[config.mk]
export PLATFORM = sky130hd
export DESIGN_NAME = alu_wb_stage
export DESIGN_NICKNAME = d
export VERILOG_FILES = /design/src/rtl/alu_wb_stage.sv
export SDC_FILE = /design/constraint.sdc
export NUM_CORES = 1
export LEC_CHECK = 0
export CORE_UTILIZATION = 51
export CTS_BUF_LIST = sky130_fd_sc_hd__clkbuf_16
export CTS_CLUSTER_DIAMETER = 30
export DETAILED_ROUTE_END_ITERATION = 8
export PLACE_DENSITY = 0.85
export SLEW_MARGIN = 20
export SYNTH_ARGS = -nofsm -noshare
export SYNTH_HDL_FRONTEND = slang
export SYNTH_SLANG_ARGS = --single-unit
[constraint.sdc]
create_clock -name clk_i -period 3.3 [get_ports clk_i]
set_input_delay 0.66 -clock clk_i [delete_from_list [all_inputs] [get_ports clk_i]]
set_output_delay 0.66 -clock clk_i [all_outputs]
set_load 0.01 [all_outputs]
[src/rtl/alu_wb_stage.sv]
// Execute-to-writeback stage: 2-entry in-order result buffer with valid/ready
// handshakes, architectural PSR fed back to the ALU, and a back-pressure counter.
module alu_wb_stage #(
    parameter int DATA_WIDTH      = 16,
    parameter int APSR_WIDTH      = 3,
    parameter int REG_ADDR_WIDTH  = 3,
    parameter int STALL_CNT_WIDTH = 16
) (
    input  logic                       clk_i,
    input  logic                       rst_n_i,
    input  logic                       valid_i,
    output logic                       ready_o,
    input  logic [DATA_WIDTH-1:0]      result_i,
    input  logic [APSR_WIDTH-1:0]      apsr_i,
    input  logic [REG_ADDR_WIDTH-1:0]  rd_i,
    input  logic                       wr_en_i,
    input  logic                       flags_en_i,
    input  logic                       flush_i,
    output logic                       valid_o,
    input  logic                       ready_i,
    output logic [DATA_WIDTH-1:0]      result_o,
    output logic [REG_ADDR_WIDTH-1:0]  rd_o,
    output logic                       wr_en_o,
    output logic [APSR_WIDTH-1:0]      psr_o,
    output logic                       fwd_valid_o,
    output logic [REG_ADDR_WIDTH-1:0]  fwd_rd_o,
    output logic [DATA_WIDTH-1:0]      fwd_data_o,
    output logic [STALL_CNT_WIDTH-1:0] stall_cnt_o
);

    localparam logic [STALL_CNT_WIDTH-1:0] STALL_MAX = {STALL_CNT_WIDTH{1'b1}};
    localparam logic [STALL_CNT_WIDTH-1:0] STALL_ONE = {{(STALL_CNT_WIDTH-1){1'b0}}, 1'b1};

    logic [1:0]                 count_r;
    logic [DATA_WIDTH-1:0]      head_res_r;
    logic [REG_ADDR_WIDTH-1:0]  head_rd_r;
    logic                       head_wr_r;
    logic [DATA_WIDTH-1:0]      tail_res_r;
    logic [REG_ADDR_WIDTH-1:0]  tail_rd_r;
    logic                       tail_wr_r;
    logic [APSR_WIDTH-1:0]      psr_r;
    logic [STALL_CNT_WIDTH-1:0] stall_r;

    logic ready_s;
    logic valid_s;
    logic push_s;
    logic pop_s;

    // Handshake decode; ready/valid depend only on the registered count.
    always_comb begin
        ready_s = (count_r != 2'd2);
        valid_s = (count_r != 2'd0);
        push_s  = valid_i & ready_s & ~flush_i;
        pop_s   = valid_s & ready_i & ~flush_i;
    end

    // Buffer storage: head is the oldest entry, tail only used when two are held.
    always_ff @(posedge clk_i) begin
        if (!rst_n_i) begin
            count_r    <= 2'd0;
            head_res_r <= {DATA_WIDTH{1'b0}};
            head_rd_r  <= {REG_ADDR_WIDTH{1'b0}};
            head_wr_r  <= 1'b0;
            tail_res_r <= {DATA_WIDTH{1'b0}};
            tail_rd_r  <= {REG_ADDR_WIDTH{1'b0}};
            tail_wr_r  <= 1'b0;
        end else if (flush_i) begin
            count_r <= 2'd0;
        end else begin
            case ({push_s, pop_s})
                2'b10: begin
                    count_r <= count_r + 2'd1;
                    if (count_r == 2'd0) begin
                        head_res_r <= result_i;
                        head_rd_r  <= rd_i;
                        head_wr_r  <= wr_en_i;
                    end else begin
                        tail_res_r <= result_i;
                        tail_rd_r  <= rd_i;
                        tail_wr_r  <= wr_en_i;
                    end
                end
                2'b01: begin
                    count_r    <= count_r - 2'd1;
                    head_res_r <= tail_res_r;
                    head_rd_r  <= tail_rd_r;
                    head_wr_r  <= tail_wr_r;
                end
                // Push and pop together only happens at count 1: new entry replaces head.
                2'b11: begin
                    count_r    <= count_r;
                    head_res_r <= result_i;
                    head_rd_r  <= rd_i;
                    head_wr_r  <= wr_en_i;
                end
                default: begin
                    count_r <= count_r;
                end
            endcase
        end
    end

    // PSR updates at acceptance time and is never rolled back by a flush.
    always_ff @(posedge clk_i) begin
        if (!rst_n_i) begin
            psr_r <= {APSR_WIDTH{1'b0}};
        end else if (push_s && flags_en_i) begin
            psr_r <= apsr_i;
        end else begin
            psr_r <= psr_r;
        end
    end

    // Saturating count of cycles where the head entry is back-pressured.
    always_ff @(posedge clk_i) begin
        if (!rst_n_i) begin
            stall_r <= {STALL_CNT_WIDTH{1'b0}};
        end else if (valid_s && !ready_i && !flush_i && (stall_r != STALL_MAX)) begin
            stall_r <= stall_r + STALL_ONE;
        end else begin
            stall_r <= stall_r;
        end
    end

    assign ready_o     = ready_s;
    assign valid_o     = valid_s;
    assign result_o    = head_res_r;
    assign rd_o        = head_rd_r;
    assign wr_en_o     = head_wr_r;
    assign psr_o       = psr_r;
    assign fwd_valid_o = valid_s & head_wr_r;
    assign fwd_rd_o    = head_rd_r;
    assign fwd_data_o  = head_res_r;
    assign stall_cnt_o = stall_r;

endmodule

## After elaboration in Yosys (flattened, before gate mapping)

Index checks and enable logic that the tools add are counted.
Widths: inputs -> output; s select.

- Flip-flop bits (word level): 61
- Output and inout port bits: 61

- Add/subtract/negate cells: 3
- Equal/unequal tests: 6
- Multiplexer cells: 7
- Bitwise logic cells: 8
- Reductions and logical operators: 13

Operators by type and width:

| cell | count |
|---|---|
| $pmux 16 s3 | 1 |
| $add 16x1->16 const B | 1 |
| $mux 16 | 1 |
| $ne 16x16->1 const B | 1 |
| $pmux 3 s3 | 1 |
| $reduce_and 3->1 | 2 |
| $and 1x1->1 | 5 |
| $eq 2x2->1 const B | 2 |
| $logic_and 1x1->1 | 4 |
| $ne 2x2->1 const B | 2 |
| $pmux 2 s2 | 1 |
| $reduce_bool 2->1 | 2 |
| $mux 3 | 1 |
| $not 1->1 | 3 |
| $pmux 1 s3 | 1 |
| $reduce_bool 3->1 | 1 |
| $add 2x1->2 const B | 1 |
| $eq 2x1->1 const B | 1 |
| $logic_not 1->1 | 2 |
| $logic_not 2->1 | 1 |
| $reduce_or 2->1 | 1 |
| $sub 2x1->2 const B | 1 |
| $mux 1 | 1 |

## Logic depth before layout (Yosys ltp)

Gate-level depths: netlist (run 1).

- Depth in word-level cells: 6
- Depth in mapped cells: 10
- Depth with buffers taken out: 8

## Worst setup path after synthesis (run 1)

Ideal clock, no wire load.

- Kind: in2reg
- Start: input port flush_i
- End: register head_res_r[0] (netlist: fwd_data_o[0])
- Arrival: 2.242 ns
- Required time: 3.230 ns
- Path slack: 0.987 ns
- Stages: 8
- Path buffers: 2
- Cell sequence: clkbuf_1 nand3b_1 inv_1 ha_1 o311a_2 buf_6 or3_1 a21oi_1

- Word-level cells in the longest chain between the ends: 5
- Elaborated cells between the ends (all ways): 10

Ends and longest elaborated chain:

| item | line | RTL |
|---|---|---|
| from (decl) | 18 | `input logic flush_i,` |
| $not 1->1 (no line) (*) | -- |  |
| $and 1x1->1, on equally long branches | 54, 53 |  |
| $eq 2x2->1 / $eq 2x1->1 (equally long branches) | 70 | `case ({push_s, pop_s})` |
| $ne 2x2->1 (no line) / $reduce_bool 3->1 (equally long branches) | -- |  |
| $reduce_and 3->1 (no line) | -- |  |
| to (signal assigned) | 61 | `head_res_r <= {DATA_WIDTH{1'b0}};` |
| to (signal assigned) | 74 | `head_res_r <= result_i;` |
| to (signal assigned) | 85 | `head_res_r <= tail_res_r;` |
| to (decl) | 35 | `logic [DATA_WIDTH-1:0] head_res_r;` |

Mark *: on every way between the ends. The rest lies on a longest branch, timed or not.
A chain may end at the register's enable or synchronous reset.

## Final worst setup path (run 1)

- Start: input port flush_i
- End: register head_res_r[9] (netlist: fwd_data_o[9])

Same word-level chain as after synthesis.

==> impl_metrics.ini, run 1 <==
[run_status]
status = finished clean

[setup_path]
slowest_delay_ps = 610
rr_worst_depth = 6
cp-end-kind = register
cp_cell_sequence = clkdlybuf4s50_1 > o21ba_2 > nand2_1 > ha_1 > o311a_2 > or3_1 > a21oi_1
critPathArrivalTime_ps = 3030
crit_path_end = fwd_data_o[9]$_SDFFE_PN0P_
worstSetupStartpointType = primary input
crit_buf_inv = 1
path_delay_family = compound AO/OA/AOI/OAI gates
reg2reg_from = count_r[0]$_SDFFE_PP0P_
crit_type = primary input to register
cp.required_ps = 3540
path_max_fanout = 40
slowest_stage = o311a_2
cp.depth = 7
reg2reg_to = fwd_data_o[9]$_SDFFE_PN0P_
cp-startpoint = flush_i
r2r_slack_ps = 940

[timing]
clock.fmax_mhz = 359
fin_crit_ps = 2780
final-setup-viol-count = 0
timing.final.hold_violations = 0
tightest_slew_ps = 764
max-slew-margin-rel_pct = 49.1
drv_slew = 0
fin_tns_setup_ps = 0
rsz0062_at_grt = false
fin_skew_ps = 8.05
finalCritPeriodShare_pct = 84.4

[synthesis]
ys_warn_count = 0
synthDistinctLibCells = 43
synth-seq-cells = 61
netlist_instances = 350
synth_seq_area_share_pct = 40.2
syn_avg_cell_area_um2 = 8.67
syn_nets = 382
mappedNetlistArea_um2 = 3040

[detailed_routing]
wl_per_cell_um = 14.8
first_pass_iters = 4
totalWireLength_um = 7240
drc = 0
vias = 2777
detail-route-antenna-nets = 0
viasPerCell = 5.68
drtIter0Drc = 158

[clock_network]
post_cts_buffers = 0
root_buffer = clkbuf_16
clock_path_buffers = 2
cts_inserted_buffers = 9
cts_max_level = 3
holdBufCountCts = 0
cts_sinks = 61
cts-resized-gates = 0
cts_tree = done
clock_latency_ps = 330
path_clk_slew_ps = 50

[cells_and_area]
most-common-layout-cells = 89 x clkdlybuf4s50_1, 61 x dfxtp_1, 55 x a21oi_1, 46 x nand2_1, 25 x o21ai_0
layout.nets = 444
fillers = 435
diodes = 0
syn_to_final_growth_pct = 35.1
postLayoutCellArea_um2 = 4100
layout-drive-gt1-share_pct = 6.24
layout_commonest_cell = clkdlybuf4s50_1

[flow_run]
drv_cap = 0

[pwr]
ir_worst_vdd_v = 0.000302
netSwitchingPower_uw = 417
netSwitchingFraction_pct = 21.7
pwr_density_cell_nw_per_um2 = 469
p_seq_share_pct = 39.9
p_leak_uw = 0.00140
combPwrFrac_pct = 9.7
clockPowerShare_pct = 50.4
power.internal_uw = 1510

[die]
io_pins = 90
chipHeight_um = 79.1
die-area_um2 = 6260
die_x_um = 79.1
initial_core_util_pct = 54.1
core-area_um2 = 5610
std_cell_rows = 27

[global_route]
grt_usage_pct = 24.0
grt-ovfl-total = 0
grt_pass1_vias = 2526
grt_pass1_wl_um = 11800
grt_max_degree = 58
grt_antenna_before_repair = 0

[placed_design]
gp_congestion = 0.792
dpl_cell_area_um2 = 3790
detailedPlacementHpwl_um = 4730
io_buffers = 89

[worst_hold_path]
hp-class = register to register
==> Yosys cell counts (all sizes together) <==
| cell | number | area [um^2] |
|---|---|---|
| dfxtp | 61 | 1220 |
| a21oi | 55 | 275 |
| nand2 | 46 | 173 |
| o21ai | 26 | 130 |
| buf | 25 | 191 |
| or3 | 24 | 150 |
| mux2i | 23 | 230 |
| clkbuf | 17 | 63.8 |
| o31ai | 9 | 67.6 |
| or4 | 9 | 67.6 |
| nand4 | 8 | 65.1 |
| nor2 | 7 | 26.3 |
| inv | 6 | 22.5 |
| and2 | 3 | 18.8 |
| and4 | 3 | 26.3 |
| ha | 3 | 37.5 |
| nand2b | 2 | 12.5 |
| nand3b | 2 | 15.0 |
| nand4b | 2 | 32.5 |
| nor4 | 2 | 27.5 |
| or3b | 2 | 17.5 |
| and3 | 1 | 6.26 |
| nand3 | 1 | 5.00 |
| nor2b | 1 | 6.26 |
| nor3 | 1 | 5.00 |
| nor4b | 1 | 15.0 |
| o211a | 1 | 10.0 |
| o211ai | 1 | 7.51 |
| o21a | 1 | 7.51 |
| o21ba | 1 | 10.0 |
| o311a | 1 | 11.3 |
| o311ai | 1 | 26.3 |
| o31a | 1 | 8.76 |
| o41ai | 1 | 27.5 |
| xnor2 | 1 | 8.76 |
| xor2 | 1 | 8.76 |
==> area by class of cell <==
cell class | count | area (um^2) | share of cell area (%)
Multi-Input combinational cell | 241 | 1540 | 37.5
Sequential cell | 61 | 1220 | 29.8
Timing Repair Buffer | 93 | 921 | 22.5
Clock buffer | 9 | 225 | 5.49
Tap cell | 72 | 90.1 | 2.20
Clock inverter | 7 | 83.8 | 2.04
Inverter | 6 | 22.5 | 0.549
==> registers in the layout (all words and copies together) (netlist names) <==
name,flops
fwd_data_o,16
stall_cnt_o,16
tail_res_r,16
fwd_rd_o,3
psr_o,3
tail_rd_r,3
count_r,2
tail_wr_r,1
wr_en_o,1
==> kinds of logic after synthesis <==
logic type | share of synthesized area (%)
simple gates | 22.1
buf+inv | 9.15
fa+ha+maj | 1.24
compound gates | 19.2
flops | 40.2
xor+xnor | 0.577
mux | 7.58
==> worst register-to-register path: stages (launching register included) <==
cell	delay [ps]
dfxtp_1	490
o21ba_2	250
nand2_1	90
ha_1	250
o311a_2	610
or3_1	430
a21oi_1	170
==> power by group through the flow <==
stage / clock network, uW / logic [uW] / registers [uW]
2_1_floorplan: 0 / 95.0 / 786
3_3_place_gp: 0 / 181 / 782
4_1_cts: 979 / 186 / 768
6_report: 969 / 186 / 768
3_5_place_dp: 0 / 184 / 783
5_1_grt: 1020 / 201 / 769
==> through the flow <==
step                      utilization, %  total power, uW  worst slack (ps)  instances  hold WS, ps
after detailed placement            67.6              967               222        473          446
after CTS                           73.1             1930               541        489          453
after floorplan                        -              881               987        350          436
after global placement              67.6              963               356        473          441
after global routing                73.1             1990               350        489          468
final                               73.1             1920               516        489          452
==> worst min path at each step <==
stage	from	endpoint	depth (start not counted)
6_report	tail_res_r[4]$_SDFFE_PN0P_	tail_res_r[4]$_SDFFE_PN0P_	2
5_1_grt	tail_res_r[6]$_SDFFE_PN0P_	tail_res_r[6]$_SDFFE_PN0P_	2
4_1_cts	tail_rd_r[0]$_SDFFE_PN0P_	tail_rd_r[0]$_SDFFE_PN0P_	2
3_5_place_dp	tail_rd_r[0]$_SDFFE_PN0P_	tail_rd_r[0]$_SDFFE_PN0P_	2
3_3_place_gp	tail_res_r[10]$_SDFFE_PN0P_	tail_res_r[10]$_SDFFE_PN0P_	2
2_1_floorplan	tail_rd_r[0]$_SDFFE_PN0P_	tail_rd_r[0]$_SDFFE_PN0P_	2
==> routing by layer <==
metal | track usage (%) | routed length, um | share of wire [%] | up-vias
met5 | 0 | 0 | 0 | -
met4 | 9.27 | 127 | 1.8 | 0
met3 | 7.24 | 456 | 6.3 | 14
met2 | 40.3 | 3640 | 50 | 104
met1 | 28.5 | 3020 | 42 | 1297
li1 | - | - | - | 1362
Power figures use the tool's default switching activity.
==> inputs of run 2 (changes only) <==
- CORE_UTILIZATION: 51 -> 47
- PLACE_DENSITY: 0.85 -> 0.8
- clock period: 3.3 -> 2.76 ns (I/O delays scaled with it)
==> impl_metrics.ini, run 2 (synthesized netlist as in run 1, its figures left out) <==
[worst_hold_path]
hp-class = register to register
min_from = tail_res_r[2]$_SDFFE_PN0P_

[timing]
drv_slew = 0
worst_hold_slack_ps = 453
fin_skew_ps = 3.48
tightest_slew_ps = 761
rsz0062_at_grt = false
max-slew-margin-rel_pct = 49.2
setup_ws_ps = 216
fin_crit_ps = 2540
final-setup-viol-count = 0
clock.fmax_mhz = 393
finalCritPeriodShare_pct = 92.2
timing.final.hold_violations = 0

[global_route]
grt_antenna_before_repair = 0
grt_usage_pct = 22.0
grt_pass1_vias = 2389
grt_max_degree = 43
grt-ovfl-total = 0
grt_pass1_wl_um = 11300

[placed_design]
placedCellCount = 479
detailedPlacementHpwl_um = 4700
io_buffers = 89
gp_congestion = 0.793
pre_cts_ws_ps = -94.2

[clock_network]
cts_sinks = 61
cts_max_level = 3
clock_latency_ps = 320
root_buffer = clkbuf_16
cts_tree = done
clock_path_buffers = 2
cts_inserted_buffers = 9
cts-resized-gates = 0
post_cts_buffers = 0
path_clk_slew_ps = 50
holdBufCountCts = 0

[pwr]
pwr_density_cell_nw_per_um2 = 535
ir_worst_vdd_v = 0.000524
p_leak_uw = 0.00140
p_total_uw = 2190

[die]
io_pins = 90
initial_core_util_pct = 50.1
die-area_um2 = 6780
core-area_um2 = 6060
die_x_um = 82.4
chipHeight_um = 82.4
std_cell_rows = 28

[cells_and_area]
layout-drive-gt1-share_pct = 7.16
final_cell_count_no_fill = 494
final-seq-area_um2 = 1220
syn_to_final_growth_pct = 35.0
utilization_pct = 67.6
layout_commonest_cell = clkdlybuf4s50_1
most-common-layout-cells = 89 x clkdlybuf4s50_1, 61 x dfxtp_1, 55 x a21oi_1, 46 x nand2_1, 25 x o21ai_0
fillers = 490
layout.nets = 447
multi_input_area_um2 = 1540
diodes = 0

[setup_path]
cp.required_ps = 3000
slowest_delay_ps = 610
cp_cell_sequence = clkdlybuf4s50_1 > o21ba_2 > nand2_1 > ha_1 > o311a_2 > or3_1 > a21oi_1
path_max_fanout = 40
crit_type = primary input to register
worstSetupStartpointType = primary input
cp-end-kind = register
r2r_slack_ps = 480
cp-startpoint = flush_i
slowest_stage = o311a_2
reg2reg_from = count_r[0]$_SDFFE_PP0P_
critPathArrivalTime_ps = 2790

[detailed_routing]
first_pass_iters = 4
vias = 2733
totalWireLength_um = 7040
drc = 0
viasPerCell = 5.53
detail-route-antenna-nets = 0
drtIter0Drc = 109
wl_per_cell_um = 14.2

[run_status]
status = finished clean

[flow_run]
drv_cap = 0
[run 2: cell count changes in the layout (fill, tap and decap cells not counted), sizes merged]
cell    change
buf         +3
bufinv      -1
clkinv      +2
inv         -2
[run 2: layout make-up]
cell class,count,area share (%)
clock inverter,6,1.37
sequential,61,29.8
tap,75,2.29
inverter,6,0.549
timing repair buffer,96,23.0
multi-input combinational,241,37.5
clock buffer,9,5.49
[run 2: worst paths after layout]
kind	to	cells after the start
setup / recovery	fwd_data_o[10]$_SDFFE_PN0P_	7
hold / removal	tail_res_r[2]$_SDFFE_PN0P_	2
setup reg to reg	fwd_data_o[10]$_SDFFE_PN0P_	7
hold reg to reg	tail_res_r[2]$_SDFFE_PN0P_	2
[run 2: power breakdown]
part | internal (uW) | switching (uW) | total, uW
Sequential | 902 | 15.8 | 918
Combinational | 124 | 101 | 225
Clock | 684 | 366 | 1050
[run 2: worst max-delay path: cells and delay by family]
kind | cells | cell delay [ps]
fa+ha+maj | 1 | 240
compound gates | 3 | 1030
buf+inv | 1 | 450
simple gates | 2 | 500
[run 2: metal layers]
layer / up-vias / wire (um) / GRT usage (%)
li1: 1373 / - / -
met1: 1268 / 2990 / 26.8
met2: 88 / 3560 / 38.3
met3: 4 / 431 / 6.48
met4: 0 / 53 / 4.74
met5: - / 0 / 0
[run 2: stage by stage]
step,cell area (um^2),setup TNS [ps]
final,4100,0
after global routing,4100,0
after CTS,4100,0
after detailed placement,3820,-1060
after global placement,3820,-207
after floorplan,3040,0
==> inputs of run 3 (changes only) <==
- CORE_UTILIZATION: 47 -> 63
- DONT_BUFFER_PORTS: default -> 1
- PLACE_DENSITY: 0.8 -> 0.79
==> impl_metrics.ini, run 3 (synthesized netlist as in run 1, its figures left out) <==
[run_status]
status = complete, but fails checks
violations = design-rule violations

[timing]
fin_tns_setup_ps = 0
finalCritPeriodShare_pct = 86.6
worst_hold_slack_ps = 351
rsz0062_at_grt = false
fin_skew_ps = 4.67
setup_ws_ps = 370
fin_crit_ps = 2390
final-setup-viol-count = 0
max-slew-margin-rel_pct = 49.5
clock.fmax_mhz = 418
drv_slew = 0
timing.final.hold_violations = 0
tightest_slew_ps = 757

[detailed_routing]
drc = 7
first_pass_iters = 7
detail-route-antenna-nets = 0
vias = 2414
wl_per_cell_um = 16.5
drtIter0Drc = 214
totalWireLength_um = 6240
viasPerCell = 6.37

[cells_and_area]
layout.nets = 354
most-common-layout-cells = 61 x dfxtp_1, 55 x a21oi_1, 46 x nand2_1, 25 x o21ai_0, 24 x or3_1
fillers = 347
layout-drive-gt1-share_pct = 8.26
layout_commonest_cell = dfxtp_1
final_cell_count_no_fill = 379
syn_to_final_growth_pct = 4.53
diodes = 0

[die]
die-area_um2 = 5100
chipHeight_um = 71.4
core-area_um2 = 4500
initial_core_util_pct = 67.4
die_x_um = 71.4
std_cell_rows = 24
io_pins = 90

[placed_design]
io_buffers = 0
pre_cts_ws_ps = 347
detailedPlacementHpwl_um = 3870
gp_congestion = 0.779
placedCellCount = 363

[clock_network]
cts_tree = done
cts_sinks = 61
post_cts_buffers = 0
cts_max_level = 3
cts-resized-gates = 0
cts_inserted_buffers = 9
clock_path_buffers = 2
holdBufCountCts = 0
clock_latency_ps = 320
root_buffer = clkbuf_16
path_clk_slew_ps = 50

[setup_path]
critPathArrivalTime_ps = 2630
crit_buf_inv = 1
crit_type = register to register
worstSetupStartpointType = register
cp_cell_sequence = nand2b_1 > nand3b_1 > inv_1 > ha_1 > o311a_2 > or3_1 > a21oi_1
cp-end-kind = register
path_max_fanout = 40
cp.required_ps = 3000
cp-startpoint = count_r[0]$_SDFFE_PP0P_
reg2reg_from = count_r[0]$_SDFFE_PP0P_
slowest_delay_ps = 620
slowest_stage = o311a_2
path_delay_family = simple AND/OR/NAND/NOR gates

[global_route]
grt_max_degree = 46
grt_antenna_before_repair = 0
grt-ovfl-total = 0
grt_pass1_wl_um = 10300
grt_pass1_vias = 2227
grt_usage_pct = 25.5

[worst_hold_path]
hp-class = primary input to register
min_from = rst_n_i

[pwr]
ir_worst_vdd_v = 0.000453
p_leak_uw = 0.00107
pwr_density_cell_nw_per_um2 = 665
p_total_uw = 2110

[flow_run]
drv_cap = 0
==> run 3: where the power goes <==
group | switching, uW | total, uW | internal [uW] | leakage, uW
clock | 394 | 1090 | 692 | 0.000143
sequential | 33.8 | 935 | 901 | 0.000494
combinational | 52.3 | 88.8 | 36.5 | 0.000429
==> run 3: worst register-to-register path: cells and delay by family, from the launching register on <==
family | cells | cell delay, ps
AOI/OAI and AO/OA | 2 | 800
buffers and inverters | 1 | 60
adders and majority gates | 1 | 210
and+or+nand+nor | 3 | 880
DFF | 1 | 390
==> run 3: area by class of cell <==
class	instances	area, um^2	share of cell area, %
Inverter	6	22.5	0.710
Sequential cell	61	1220	38.5
Clock buffer	9	225	7.10
Tap cell	52	65.1	2.05
Clock inverter	7	67.6	2.13
Timing Repair Buffer	3	35.0	1.10
Multi-Input combinational cell	241	1540	48.4
==> run 3: final timing paths <==
path                                        to  slack, ps  cells past startpoint
setup / recovery   fwd_data_o[15]$_SDFFE_PN0P_        370                      7
hold / removal    stall_cnt_o[14]$_SDFFE_PN0P_        350                      1
setup reg to reg   fwd_data_o[15]$_SDFFE_PN0P_        370                      7
hold reg to reg    tail_res_r[12]$_SDFFE_PN0P_        450                      2
==> run 3: through the flow <==
stage | util, % | instance area [um^2]
floorplan | - | 3040
global placement | 63.9 | 2880
detailed placement | 63.9 | 2880
CTS | 70.4 | 3170
global route | 70.4 | 3170
finish | 70.4 | 3170
==> run 3: routing by layer <==
metal	vias up	share of wire [%]	GRT usage [%]	routed length, um
met1	1146	46	32.9	2880
met5	-	0	0	0
met3	10	6.3	6.33	390
met2	67	46	39.8	2870
li1	1191	-	-	-
met4	0	1.5	12.9	95
